**config.mk**
```make
export PLATFORM = sky130hd
export DESIGN_NAME = fft_weight_scheduler
export DESIGN_NICKNAME = d
export VERILOG_FILES = /design/src/rtl/fft_sched_pkg.sv /design/src/rtl/fft_weight_skid.sv /design/src/rtl/fft_weight_scheduler.sv
export SDC_FILE = /design/constraint.sdc
export NUM_CORES = 1
export LEC_CHECK = 0
export CORE_ASPECT_RATIO = 0.9
export CORE_MARGIN = 1.5
export CORE_UTILIZATION = 45
export DETAILED_ROUTE_END_ITERATION = 8
export GPL_TIMING_DRIVEN = 0
export PLACE_DENSITY = 0.75
export SLEW_MARGIN = 10
export SYNTH_ARGS = -nofsm -noshare
export SYNTH_HDL_FRONTEND = slang
export SYNTH_SLANG_ARGS = --single-unit
```
**constraint.sdc**
```tcl
create_clock -name clk -period 4.7 [get_ports clk]
set_clock_uncertainty 0.2 [all_clocks]
set_input_delay 0.47 -clock clk [delete_from_list [all_inputs] [get_ports clk]]
set_output_delay 0.47 -clock clk [all_outputs]
set_load 0.01 [all_outputs]
```
**src/rtl/fft_sched_pkg.sv**
```systemverilog
// Shared types and helpers for the FFT twiddle-weight scheduler.
package fft_sched_pkg;

  localparam int data_width     = 16;
  localparam int bu_parallelism = 4;
  localparam int MAX_LENGTH     = 1024;

  localparam int MAX_DEPTH  = MAX_LENGTH / (2 * bu_parallelism);
  localparam int MAX_STAGES = $clog2(MAX_LENGTH);
  localparam int TW_ADDR_W  = $clog2(MAX_STAGES * MAX_DEPTH);
  localparam int STAGE_W    = $clog2(MAX_STAGES);
  localparam int LOG_W      = STAGE_W + 1;
  localparam int BEAT_W     = $clog2(MAX_DEPTH);
  localparam int DEPTH_W    = BEAT_W + 1;
  localparam int LANE_SHIFT = $clog2(2 * bu_parallelism);
  localparam int TW_W       = 2 * data_width * bu_parallelism;
  localparam int WDAT_W     = data_width * 4 * bu_parallelism;

  typedef enum logic [1:0] {
    ST_IDLE,
    ST_FETCH,
    ST_DRAIN
  } state_e;

  typedef struct packed {
    logic [WDAT_W-1:0]  data;
    logic [STAGE_W-1:0] stage;
    logic               last;
  } beat_t;

  // A legal length is a power of two between one full beat and MAX_LENGTH.
  function automatic logic is_legal_length(input logic [15:0] len);
    return (len != 16'd0) &&
           ((len & (len - 16'd1)) == 16'd0) &&
           (len >= 16'(2 * bu_parallelism)) &&
           (len <= 16'(MAX_LENGTH));
  endfunction

  // Index of the highest set bit; equals log2 for a power of two.
  function automatic logic [LOG_W-1:0] log2_len(input logic [15:0] len);
    logic [LOG_W-1:0] r;
    r = '0;
    for (int i = 0; i < 16; i++) begin
      if (len[i]) r = LOG_W'(i);
    end
    return r;
  endfunction

  // Spread each {imag, real} pair into a four-element lane: real, imag, 0, 0.
  function automatic logic [WDAT_W-1:0] pack_weights(input logic [TW_W-1:0] tw);
    logic [WDAT_W-1:0] w;
    w = '0;
    for (int k = 0; k < bu_parallelism; k++) begin
      w[4*data_width*k +: data_width]              = tw[2*data_width*k +: data_width];
      w[4*data_width*k + data_width +: data_width] = tw[2*data_width*k + data_width +: data_width];
    end
    return w;
  endfunction

endpackage

```
**src/rtl/fft_weight_skid.sv**
```systemverilog
// Two-entry beat FIFO between the twiddle memory return path and the weight port.
module fft_weight_skid
  import fft_sched_pkg::*;
(
  input  logic       clk,
  input  logic       rst_n,
  input  logic       flush,
  input  logic       push,
  input  beat_t      push_beat,
  input  logic       pop,
  output beat_t      head,
  output logic [1:0] count
);

  beat_t      r_mem [2];
  logic       r_wr_ptr;
  logic       r_rd_ptr;
  logic [1:0] r_count;

  // Storage, pointers and occupancy; flush drops everything including a same-cycle push.
  always_ff @(posedge clk or negedge rst_n) begin
    if (!rst_n) begin
      for (int i = 0; i < 2; i++) r_mem[i] <= '0;
      r_wr_ptr <= 1'b0;
      r_rd_ptr <= 1'b0;
      r_count  <= 2'd0;
    end else if (flush) begin
      r_wr_ptr <= 1'b0;
      r_rd_ptr <= 1'b0;
      r_count  <= 2'd0;
    end else begin
      if (push) begin
        r_mem[r_wr_ptr] <= push_beat;
        r_wr_ptr        <= ~r_wr_ptr;
      end
      if (pop) r_rd_ptr <= ~r_rd_ptr;
      r_count <= r_count + {1'b0, push} - {1'b0, pop};
    end
  end

  assign head  = r_mem[r_rd_ptr];
  assign count = r_count;

endmodule

```
**src/rtl/fft_weight_scheduler.sv**
```systemverilog
// Walks every FFT stage, fetches twiddle beats and streams them to the butterfly weight port.
module fft_weight_scheduler
  import fft_sched_pkg::*;
(
  input  logic                 clk,
  input  logic                 rst_n,
  input  logic                 start,
  input  logic                 clr,
  input  logic [15:0]          length,
  output logic                 tw_rd_en,
  output logic [TW_ADDR_W-1:0] tw_rd_addr,
  input  logic [TW_W-1:0]      tw_rd_dat,
  output logic                 weight_vld,
  output logic [WDAT_W-1:0]    weight_dat,
  output logic [STAGE_W-1:0]   weight_stage,
  output logic                 weight_last,
  input  logic                 weight_rdy,
  output logic                 busy,
  output logic                 done,
  output logic                 err
);

  state_e             r_state;
  state_e             w_state_next;
  logic [STAGE_W-1:0] r_stage;
  logic [BEAT_W-1:0]  r_beat;
  logic [LOG_W-1:0]   r_num_stages;
  logic [DEPTH_W-1:0] r_depth;
  logic               r_inflight;
  logic [STAGE_W-1:0] r_rd_stage;
  logic               r_rd_last;
  logic               r_done;
  logic               r_err;

  logic               w_issue;
  logic               w_accept;
  logic               w_done_set;
  logic               w_err_set;
  logic               w_room;
  logic               w_beat_wrap;
  logic               w_last_stage;
  logic               w_drained;
  logic               w_pop;
  logic [1:0]         w_count;
  beat_t              w_head;
  beat_t              w_push_beat;

  assign w_pop        = weight_vld & weight_rdy;
  assign w_room       = ({1'b0, w_count} + {2'b00, r_inflight} - {2'b00, w_pop}) < 3'd2;
  assign w_beat_wrap  = ({1'b0, r_beat} == (r_depth - DEPTH_W'(1)));
  assign w_last_stage = ({1'b0, r_stage} == (r_num_stages - LOG_W'(1)));
  assign w_drained    = ((w_count == 2'd0) || ((w_count == 2'd1) && w_pop)) && !r_inflight;

  // Next-state and per-cycle strobes; clr overrides every other decision.
  always_comb begin
    w_state_next = r_state;
    w_issue      = 1'b0;
    w_accept     = 1'b0;
    w_done_set   = 1'b0;
    w_err_set    = 1'b0;
    case (r_state)
      ST_IDLE: begin
        if (start) begin
          if (is_legal_length(length)) begin
            w_accept     = 1'b1;
            w_state_next = ST_FETCH;
          end else begin
            w_err_set = 1'b1;
          end
        end
      end
      ST_FETCH: begin
        if (w_room) begin
          w_issue = 1'b1;
          if (w_beat_wrap && w_last_stage) w_state_next = ST_DRAIN;
        end
      end
      ST_DRAIN: begin
        if (w_drained) begin
          w_done_set   = 1'b1;
          w_state_next = ST_IDLE;
        end
      end
      default: w_state_next = ST_IDLE;
    endcase
    if (clr) begin
      w_state_next = ST_IDLE;
      w_issue      = 1'b0;
      w_accept     = 1'b0;
      w_done_set   = 1'b0;
      w_err_set    = 1'b0;
    end
  end

  // FSM state register.
  always_ff @(posedge clk or negedge rst_n) begin
    if (!rst_n) r_state <= ST_IDLE;
    else        r_state <= w_state_next;
  end

  // Job parameters, stage/beat walk and the tag of the read currently in flight.
  always_ff @(posedge clk or negedge rst_n) begin
    if (!rst_n) begin
      r_stage      <= '0;
      r_beat       <= '0;
      r_num_stages <= '0;
      r_depth      <= '0;
      r_inflight   <= 1'b0;
      r_rd_stage   <= '0;
      r_rd_last    <= 1'b0;
    end else if (clr) begin
      r_stage    <= '0;
      r_beat     <= '0;
      r_inflight <= 1'b0;
    end else begin
      r_inflight <= w_issue;
      if (w_accept) begin
        r_stage      <= '0;
        r_beat       <= '0;
        r_num_stages <= log2_len(length);
        r_depth      <= DEPTH_W'(length >> LANE_SHIFT);
      end else if (w_issue) begin
        r_rd_stage <= r_stage;
        r_rd_last  <= w_beat_wrap;
        if (w_beat_wrap) begin
          r_beat  <= '0;
          r_stage <= w_last_stage ? '0 : r_stage + STAGE_W'(1);
        end else begin
          r_beat <= r_beat + BEAT_W'(1);
        end
      end
    end
  end

  // One-cycle done and err pulses.
  always_ff @(posedge clk or negedge rst_n) begin
    if (!rst_n) begin
      r_done <= 1'b0;
      r_err  <= 1'b0;
    end else begin
      r_done <= w_done_set;
      r_err  <= w_err_set;
    end
  end

  assign w_push_beat.data  = pack_weights(tw_rd_dat);
  assign w_push_beat.stage = r_rd_stage;
  assign w_push_beat.last  = r_rd_last;

  fft_weight_skid u_skid (
    .clk       (clk),
    .rst_n     (rst_n),
    .flush     (clr),
    .push      (r_inflight),
    .push_beat (w_push_beat),
    .pop       (w_pop),
    .head      (w_head),
    .count     (w_count)
  );

  assign tw_rd_en     = w_issue;
  assign tw_rd_addr   = TW_ADDR_W'(r_stage) * TW_ADDR_W'(MAX_DEPTH) + TW_ADDR_W'(r_beat);
  assign weight_vld   = (w_count != 2'd0);
  assign weight_dat   = weight_vld ? w_head.data  : '0;
  assign weight_stage = weight_vld ? w_head.stage : '0;
  assign weight_last  = weight_vld & w_head.last;
  assign busy         = (r_state != ST_IDLE);
  assign done         = r_done;
  assign err          = r_err;

endmodule

```
==> results.env, run 1 <==
HOLD_DEPTH=2
GP_ROUTABILITY_CONGESTION=0.8115
SEQUENTIAL_TO_TOTAL_AREA_SHARE_FROM_YOSYS_STAT=0.5042
POST_SYNTH_MAIN_AREA_CONTRIBUTORS='sky130_fd_sc_hd__dfrtp_1, sky130_fd_sc_hd__mux2_2, sky130_fd_sc_hd__mux2i_1'
SETUP_VIOL_COUNT_FINAL=0
HTREEDEPTH=2
YOSYS.CELL_COUNT.TOP_TYPE='sky130_fd_sc_hd__dfrtp_1'
NUM_IO_PINS=426
PLACED_AREA_MM2=0.01909
YOSYSTOPAREACELL='sky130_fd_sc_hd__dfrtp_1'
LAYOUT.CELL_AREA.NON_FILLER_MM2=0.02033
ANT_NETS=0
VIA_COUNT=10480
DP_HPWL_MM=27.78
SYNTHESIS.INSTANCES=1234
FINAL.SETUP.TNS_NS=0
FILLER_CELL_COUNT=2656
SYNTH_AREA_MM2=0.01504
DIE_FOOTPRINT_MM2=0.03453
POWERDENSITY_mW_PER_MM2=305.5
CRITPATHREQUIREDTIME_NS=4.03
YS_DOMINANT_REG_CELL='sky130_fd_sc_hd__dfrtp_1'
HOLD_CLASS='in2reg'
CTS_TREE='built'
LEAKAGEPOWER_nW=9.385
GRT_SETUP_UNREPAIRED='false'
FIN_NETS=1854
SETUP_SLACK_NS=0.3408
MIN_PERIOD_OVER_PERIOD=0.9275
MAXIMUM_OPERATING_FREQUENCY_MHz=229.4
ROUTED_WIRE_LENGTH_PER_INSTANCE_UM=17.61
POST-ROUTE-MIN-PERIOD_NS=4.359
REMAINING_DRC_ERRORS=0
CP-START-KIND='flip-flop'
GRTUSAGETOTAL=0.2162
SYNTH_TOP_CELL_AREA_SHARE=0.5042
MEAN_POST_SYNTH_CELL_AREA_UM2=12.19
FINAL_HOLD_VIOL_COUNT=0
CRITICALPATHCATEGORY='reg2out'
DRT-TOTAL-WL_MM=37.81
YOSYS_WARNINGS=0
SLEW-LIMIT-HEADROOM=0.2823
TIMING.REG2REG.WORST_PATH_DEPTH=4
START_UTIL=0.4564
FLOW.AREA_GROWTH_FROM_SYNTHESIS_PCT=35.17
CRIT_PATH_MAX_FANOUT=11
SYNTH_EDF_COUNT=0
OUTCOME='finished clean'
SYNTHTOPCELLSBYCOUNT='sky130_fd_sc_hd__dfrtp_1, sky130_fd_sc_hd__mux2_2, sky130_fd_sc_hd__nor2_1'
GRT_MAX_DEGREE=94
WORST_SLEW_PIN_SLEW_NS=1.074
PRE_CTS_SLACK_NS=-0.3277
YOSYSUNIQUECELLTYPES=63
SYNTH-SEQ-CELLS=303
FLOORPLAN.CORE_AREA_MM2=0.03295
PORT-BUFFER-COUNT=296
CLOCK-ROOT-BUFFER='sky130_fd_sc_hd__clkbuf_16'
MAXCAPVIOLCOUNT=0
SLEW_VIOL_FINAL=0
VIASPERCELL=4.879
ROWS=63
DRIVE_GT1_FRAC=0.2751
DRT_FIRST_PASS_ITERS=4
CLKSLEWWORSTSETUPHOLDPATHS_NS=0.06
DIE-HEIGHT_UM=176.4
CLOCK_SINKS=303
NUMCTSBUFFERS=34
SORT_OF_ELEMENT_AT_THE_END_OF_THE_CRITICAL_PATH='primary output'
SYNTHARSTFLOPSHARE=1.000
OVERFLOW=0
FP.DIEW_UM=195.7
MAX-VDD-IR-DROP_V=0.0003222
INITIAL_ANTENNA_VIOLATION_COUNT=4
GRT_PASS1_VIAS=10710
ARRIVAL_NS=3.69
CTS-ROOT-TO-SINK-BUFFERS=3
WORSTSKEWPAIRLATENCY_NS=0.50
GRT_FIRST_PASS_WIRELENGTH_MM=58.70
DRT-INITIAL-DRC-COUNT=474
[layout by cell type, fill, tap and decap left out, types with 12 or more instances in the layout]
cell type / synthesis / final
sky130_fd_sc_hd__dfrtp_1: 303 / 303
sky130_fd_sc_hd__clkdlybuf4s50_1: 0 / 295
sky130_fd_sc_hd__xnor2_1: 12 / 12
sky130_fd_sc_hd__nor2_1: 154 / 153
sky130_fd_sc_hd__buf_4: 128 / 129
sky130_fd_sc_hd__conb_1: 1 / 128
sky130_fd_sc_hd__mux2_2: 271 / 271
sky130_fd_sc_hd__clkbuf_1: 52 / 58
sky130_fd_sc_hd__nand2_1: 12 / 12
sky130_fd_sc_hd__clkbuf_16: 0 / 37
sky130_fd_sc_hd__inv_1: 23 / 23
sky130_fd_sc_hd__mux2i_1: 133 / 133
[kinds of logic (layout without fill, tap and decap cells)]
logic type / Yosys count / in the layout / synth area share
multiplexers: 413 / 413 / 0.2982
XOR/XNOR: 19 / 19 / 0.01107
flip-flops: 303 / 303 / 0.5042
buffers and inverters: 217 / 579 / 0.08678
adder cells (fa/ha/maj): 8 / 8 / 0.006989
AO/OA/AOI/OAI: 56 / 56 / 0.02729
AND/OR/NAND/NOR: 217 / 217 / 0.06523
other: 1 / 130 / 0.0002494
[area by class of cell]
class / instances / area (µm²) / area share
multi-input combinational: 841 / 6635 / 0.3264
clock inverter: 7 / 112.6 / 0.005540
antenna: 2 / 5.005 / 0.0002462
tap: 422 / 528.0 / 0.02598
buffer: 194 / 1220 / 0.06001
clock buffer: 54 / 1090 / 0.05361
inverter: 23 / 86.33 / 0.004247
sequential: 303 / 7582 / 0.3730
timing repair buffer: 301 / 3068 / 0.1509
[report_power, final]
part,internal [mW],switching [mW],leakage (nW)
clock,1.75,1.04,0.590
combinational,0.330,0.465,4.57
sequential,2.61,0.00544,4.23
total,4.70,1.51,9.38
[worst max-delay path, cell delays in order, from the launching register on]
cell and delay (ns):
sky130_fd_sc_hd__dfrtp_1 0.44, sky130_fd_sc_hd__nor2_4 0.14, sky130_fd_sc_hd__nor2_1 0.07, sky130_fd_sc_hd__ha_1 0.27, sky130_fd_sc_hd__inv_1 0.04, sky130_fd_sc_hd__ha_1 0.19
sky130_fd_sc_hd__fa_1 0.39, sky130_fd_sc_hd__xnor2_1 0.16, sky130_fd_sc_hd__nor3b_1 0.40, sky130_fd_sc_hd__nor2b_1 0.22, sky130_fd_sc_hd__clkbuf_2 0.29, sky130_fd_sc_hd__clkdlybuf4s50_1 0.59
[metrics by stage]
step	cells	total power [mW]	util	hold slack, ns
after floorplan	1361	3.109	-	-0.02559
after global placement	2079	3.447	0.5768	0.2689
after detailed placement	2082	3.458	0.5795	0.1950
after CTS	2145	6.291	0.6168	0.1065
after global routing	2147	6.475	0.6169	0.1320
final	2147	6.210	0.6169	0.1333
[flip-flops by register name, indices dropped and copies added (netlist names), 2 cells and up]
name / count
r_state: 2
u_skid.count: 2
r_num_stages: 4
r_beat: 7
r_depth: 8
u_skid.r_mem: 266
r_rd_stage: 4
r_stage: 4
[metal layers]
layer,share of wire,GRT usage,vias up
met1,0.40,0.2557,5141
met4,0.022,0.06218,4
met5,0.00071,0,-
li1,-,-,4947
met2,0.50,0.3796,324
met3,0.079,0.06667,59
[final timing paths]
kind / endpoint / slack, ns / from
max: tw_rd_en / 0.34 / u_skid.count[1]$_DFF_PN0_
min: r_depth[1]$_DFFE_PN0P_ / 0.13 / length[4]
max reg2reg: u_skid.r_mem[488]$_DFFE_PN0P_ / 1.31 / r_inflight$_DFF_PN0_
min reg2reg: done$_DFF_PN0_ / 0.28 / r_state[0]$_DFFE_PN0P_
max in group asynchronous: u_skid.r_mem[30]$_DFFE_PN0P_ / 2.82 / rst_n
min in group asynchronous: u_skid.r_mem[480]$_DFFE_PN0P_ / 0.26 / rst_n
[what timing repair did]
item,in CTS,in global routing
setup buffers,1,0
hold buffers,1,0
resized for setup,3,0
endpoints found under the setup margin,1,0
hold endpoints to repair,43,0
(Power assumes the default switching activity.)
==> run 2, diff against run 1 <==
--- a/config.mk
+++ b/config.mk
@@ -7,11 +7,13 @@
 export LEC_CHECK = 0
 export CORE_ASPECT_RATIO = 0.9
 export CORE_MARGIN = 1.5
-export CORE_UTILIZATION = 45
+export CORE_UTILIZATION = 49
 export DETAILED_ROUTE_END_ITERATION = 8
 export GPL_TIMING_DRIVEN = 0
-export PLACE_DENSITY = 0.75
+export PLACE_DENSITY = 0.81
+export SKIP_LAST_GASP = 1
 export SLEW_MARGIN = 10
 export SYNTH_ARGS = -nofsm -noshare
 export SYNTH_HDL_FRONTEND = slang
 export SYNTH_SLANG_ARGS = --single-unit
+export TNS_END_PERCENT = 1
==> run 2 against run 1 <==
  * Via count rose by 0.65%
  * Global-route usage rose by 1.5 points
  * Core utilization rose by 5.7 points
  * Total power fell by 1.6%
  * Setup slack got worse by 0.030 ns
  * Hold slack got worse by 0.068 ns
  * Critical path type unchanged
  * Critical endpoint unchanged
  * Largest power group unchanged
==> results.env, run 2 (synthesis results as in run 1) <==
CP-START-KIND='flip-flop'
CRITICALPATHCATEGORY='reg2out'
GP_ROUTABILITY_CONGESTION=0.8243
VIASPERCELL=4.964
MOST-COMMON-LAYOUT-CELLS='sky130_fd_sc_hd__dfrtp_1, sky130_fd_sc_hd__clkdlybuf4s50_1, sky130_fd_sc_hd__mux2_2'
ANT_NETS=0
PORT-BUFFER-COUNT=296
GRT_SETUP_UNREPAIRED='false'
CTS-ROOT-TO-SINK-BUFFERS=3
POWERDENSITY_mW_PER_MM2=302.1
FF2FF_SETUP_SLACK_NS=1.48
DPL.CELL_COUNT=2062
PLACED_AREA_MM2=0.01904
MOSTFREQUENTLAYOUTCELL='sky130_fd_sc_hd__dfrtp_1'
R2R-END='r_rd_last$_DFFE_PN0P_'
OUTCOME='finished clean'
GRT_FIRST_PASS_WIRELENGTH_MM=58.53
OVERFLOW=0
ARRIVAL_NS=3.72
CRITPATHREQUIREDTIME_NS=4.03
POST-LAYOUT-TOTAL-POWER_mW=6.110
FINAL_HOLD_VIOL_COUNT=0
CRITICAL_PATH.STARTPOINT='u_skid.count[1]$_DFF_PN0_'
DRT-TOTAL-WL_MM=37.36
GRT_PASS1_VIAS=10830
START_UTIL=0.5008
MAXIMUM_OPERATING_FREQUENCY_MHz=227.8
DRT_FIRST_PASS_ITERS=5
CRIT_PATH_MAX_FANOUT=11
DIE_FOOTPRINT_MM2=0.03175
DRT-INITIAL-DRC-COUNT=430
FINAL_UTIL=0.6735
SETUP_SLACK_NS=0.3111
LARGEST_REGISTER_FF_COUNT=266
PRE_CTS_SLACK_NS=-0.1533
LEAKAGEPOWER_nW=9.352
MAXCAPVIOLCOUNT=0
POST-ROUTE-MIN-PERIOD_NS=4.389
HOLD_DEPTH=2
MIN_PERIOD_OVER_PERIOD=0.9338
HOLD_END='r_depth[1]$_DFFE_PN0P_'
NUM_IO_PINS=426
FP.DIEW_UM=187.7
DRIVE_GT1_FRAC=0.2767
REMAINING_DRC_ERRORS=0
NUMCTSBUFFERS=31
SLEW_VIOL_FINAL=0
SETUP_VIOL_COUNT_FINAL=0
LAUNCH_INSTANCE_OF_THE_WORST_REGISTER_TO_REGISTER_PATH='u_skid.count[1]$_DFF_PN0_'
ROWS=60
GRTUSAGETOTAL=0.2313
DIE-HEIGHT_UM=169.2
SORT_OF_ELEMENT_AT_THE_END_OF_THE_CRITICAL_PATH='primary output'
CLKSLEWWORSTSETUPHOLDPATHS_NS=0.07
ROUTED_WIRE_LENGTH_PER_INSTANCE_UM=17.59
MAX-VDD-IR-DROP_V=0.0003058
LARGEST_REGISTER='u_skid.r_mem'
FILLER_CELL_COUNT=2202
HTREEDEPTH=1
FIN_NETS=1851
CLOCK-ROOT-BUFFER='sky130_fd_sc_hd__clkbuf_16'
INITIAL_ANTENNA_VIOLATION_COUNT=2
WORST_SLEW_PIN_SLEW_NS=0.8823
WORSTSKEWPAIRLATENCY_NS=0.58
FINAL-INSTANCE-COUNT-EXCL-FILL=2124
LAYOUT.CELL_AREA.NON_FILLER_MM2=0.02023
TIMING.HOLD.WORST.START='length[4]'
FLOW.AREA_GROWTH_FROM_SYNTHESIS_PCT=34.50
CLOCK_SINKS=303
TIMING.REG2REG.WORST_PATH_DEPTH=11
VIA_COUNT=10540
SLEW-LIMIT-HEADROOM=0.4118
CTS_TREE='built'
LAYOUT_TOP_REGISTERS='u_skid.r_mem (266), r_depth (8), r_beat (7)'
GRT_MAX_DEGREE=112
FLOORPLAN.CORE_AREA_MM2=0.03003
HOLD_CLASS='in2reg'
DP_HPWL_MM=27.51
[run 2: cell count changes in the layout (fill, tap and decap cells not counted), sizes merged]
cell and delta:
bufinv +3, clkbuf -12, clkinv +4, clkinvlp +1, diode -1, inv +1
[run 2: area by class of cell]
cell class                 count  area, µm²  share of cell area
sequential                   303       7582              0.3749
buffer                       194       1220             0.06032
timing repair buffer         301       3048              0.1507
inverter                      23      86.33            0.004268
clock buffer                  42      887.1             0.04386
clock inverter                16      250.2             0.01237
antenna                        1      2.502           0.0001237
multi-input combinational    841       6645              0.3285
tap                          403      504.2             0.02493
[run 2: how the worst max path moves through the flow]
stage,to,slack [ns]
2_1_floorplan,r_rd_last$_DFFE_PN0P_,1.34
5_1_grt,tw_rd_en,0.14
4_1_cts,tw_rd_en,0.07
6_report,tw_rd_en,0.31
3_5_place_dp,tw_rd_en,-0.15
3_3_place_gp,u_skid.r_mem[23]$_DFFE_PN0P_,-9.77
[run 2: metrics by stage]
step / hold slack [ns] / setup TNS (ns)
2_1_floorplan: -0.02559 / 0
3_3_place_gp: 0.2806 / -2950.38
3_5_place_dp: 0.2864 / -0.1533
4_1_cts: 0.05022 / 0
5_1_grt: 0.08877 / 0
6_report: 0.06527 / 0
[run 2: critical path, stage by stage, from the launching register on]
cell and delay [ns]:
sky130_fd_sc_hd__dfrtp_1 0.45, sky130_fd_sc_hd__nor2_4 0.15, sky130_fd_sc_hd__nor2_1 0.07, sky130_fd_sc_hd__ha_1 0.28
sky130_fd_sc_hd__inv_1 0.04, sky130_fd_sc_hd__ha_1 0.19, sky130_fd_sc_hd__fa_1 0.38, sky130_fd_sc_hd__xnor2_1 0.17
sky130_fd_sc_hd__nor3b_2 0.29, sky130_fd_sc_hd__nor2b_1 0.20, sky130_fd_sc_hd__clkbuf_2 0.30, sky130_fd_sc_hd__clkdlybuf4s50_1 0.61
[run 2: routing by layer]
layer  GRT usage  vias up  wire length (µm)  share of wire
li1            -     4925                 -              -
met1      0.2790     5230             14950           0.40
met2      0.4068      322             18470           0.49
met3     0.06576       64              2873          0.077
met4     0.06191        2              1055          0.028
met5           0        -                 8        0.00021
[run 2: repair_timing]
action / 4_1_cts / 5_1_grt
endpoints found under the hold margin: 99 / 0
setup endpoints to repair: 1 / 1
hold buffers: 1 / 0
buffers inserted: 0 / 2
gates resized for setup: 4 / 0
cloned: 0 / 0
pin swaps: 0 / 1
[run 2: power breakdown]
group,switching (mW),internal (mW)
Sequential,0.00544,2.61
Combinational,0.458,0.331
Clock,1.05,1.65
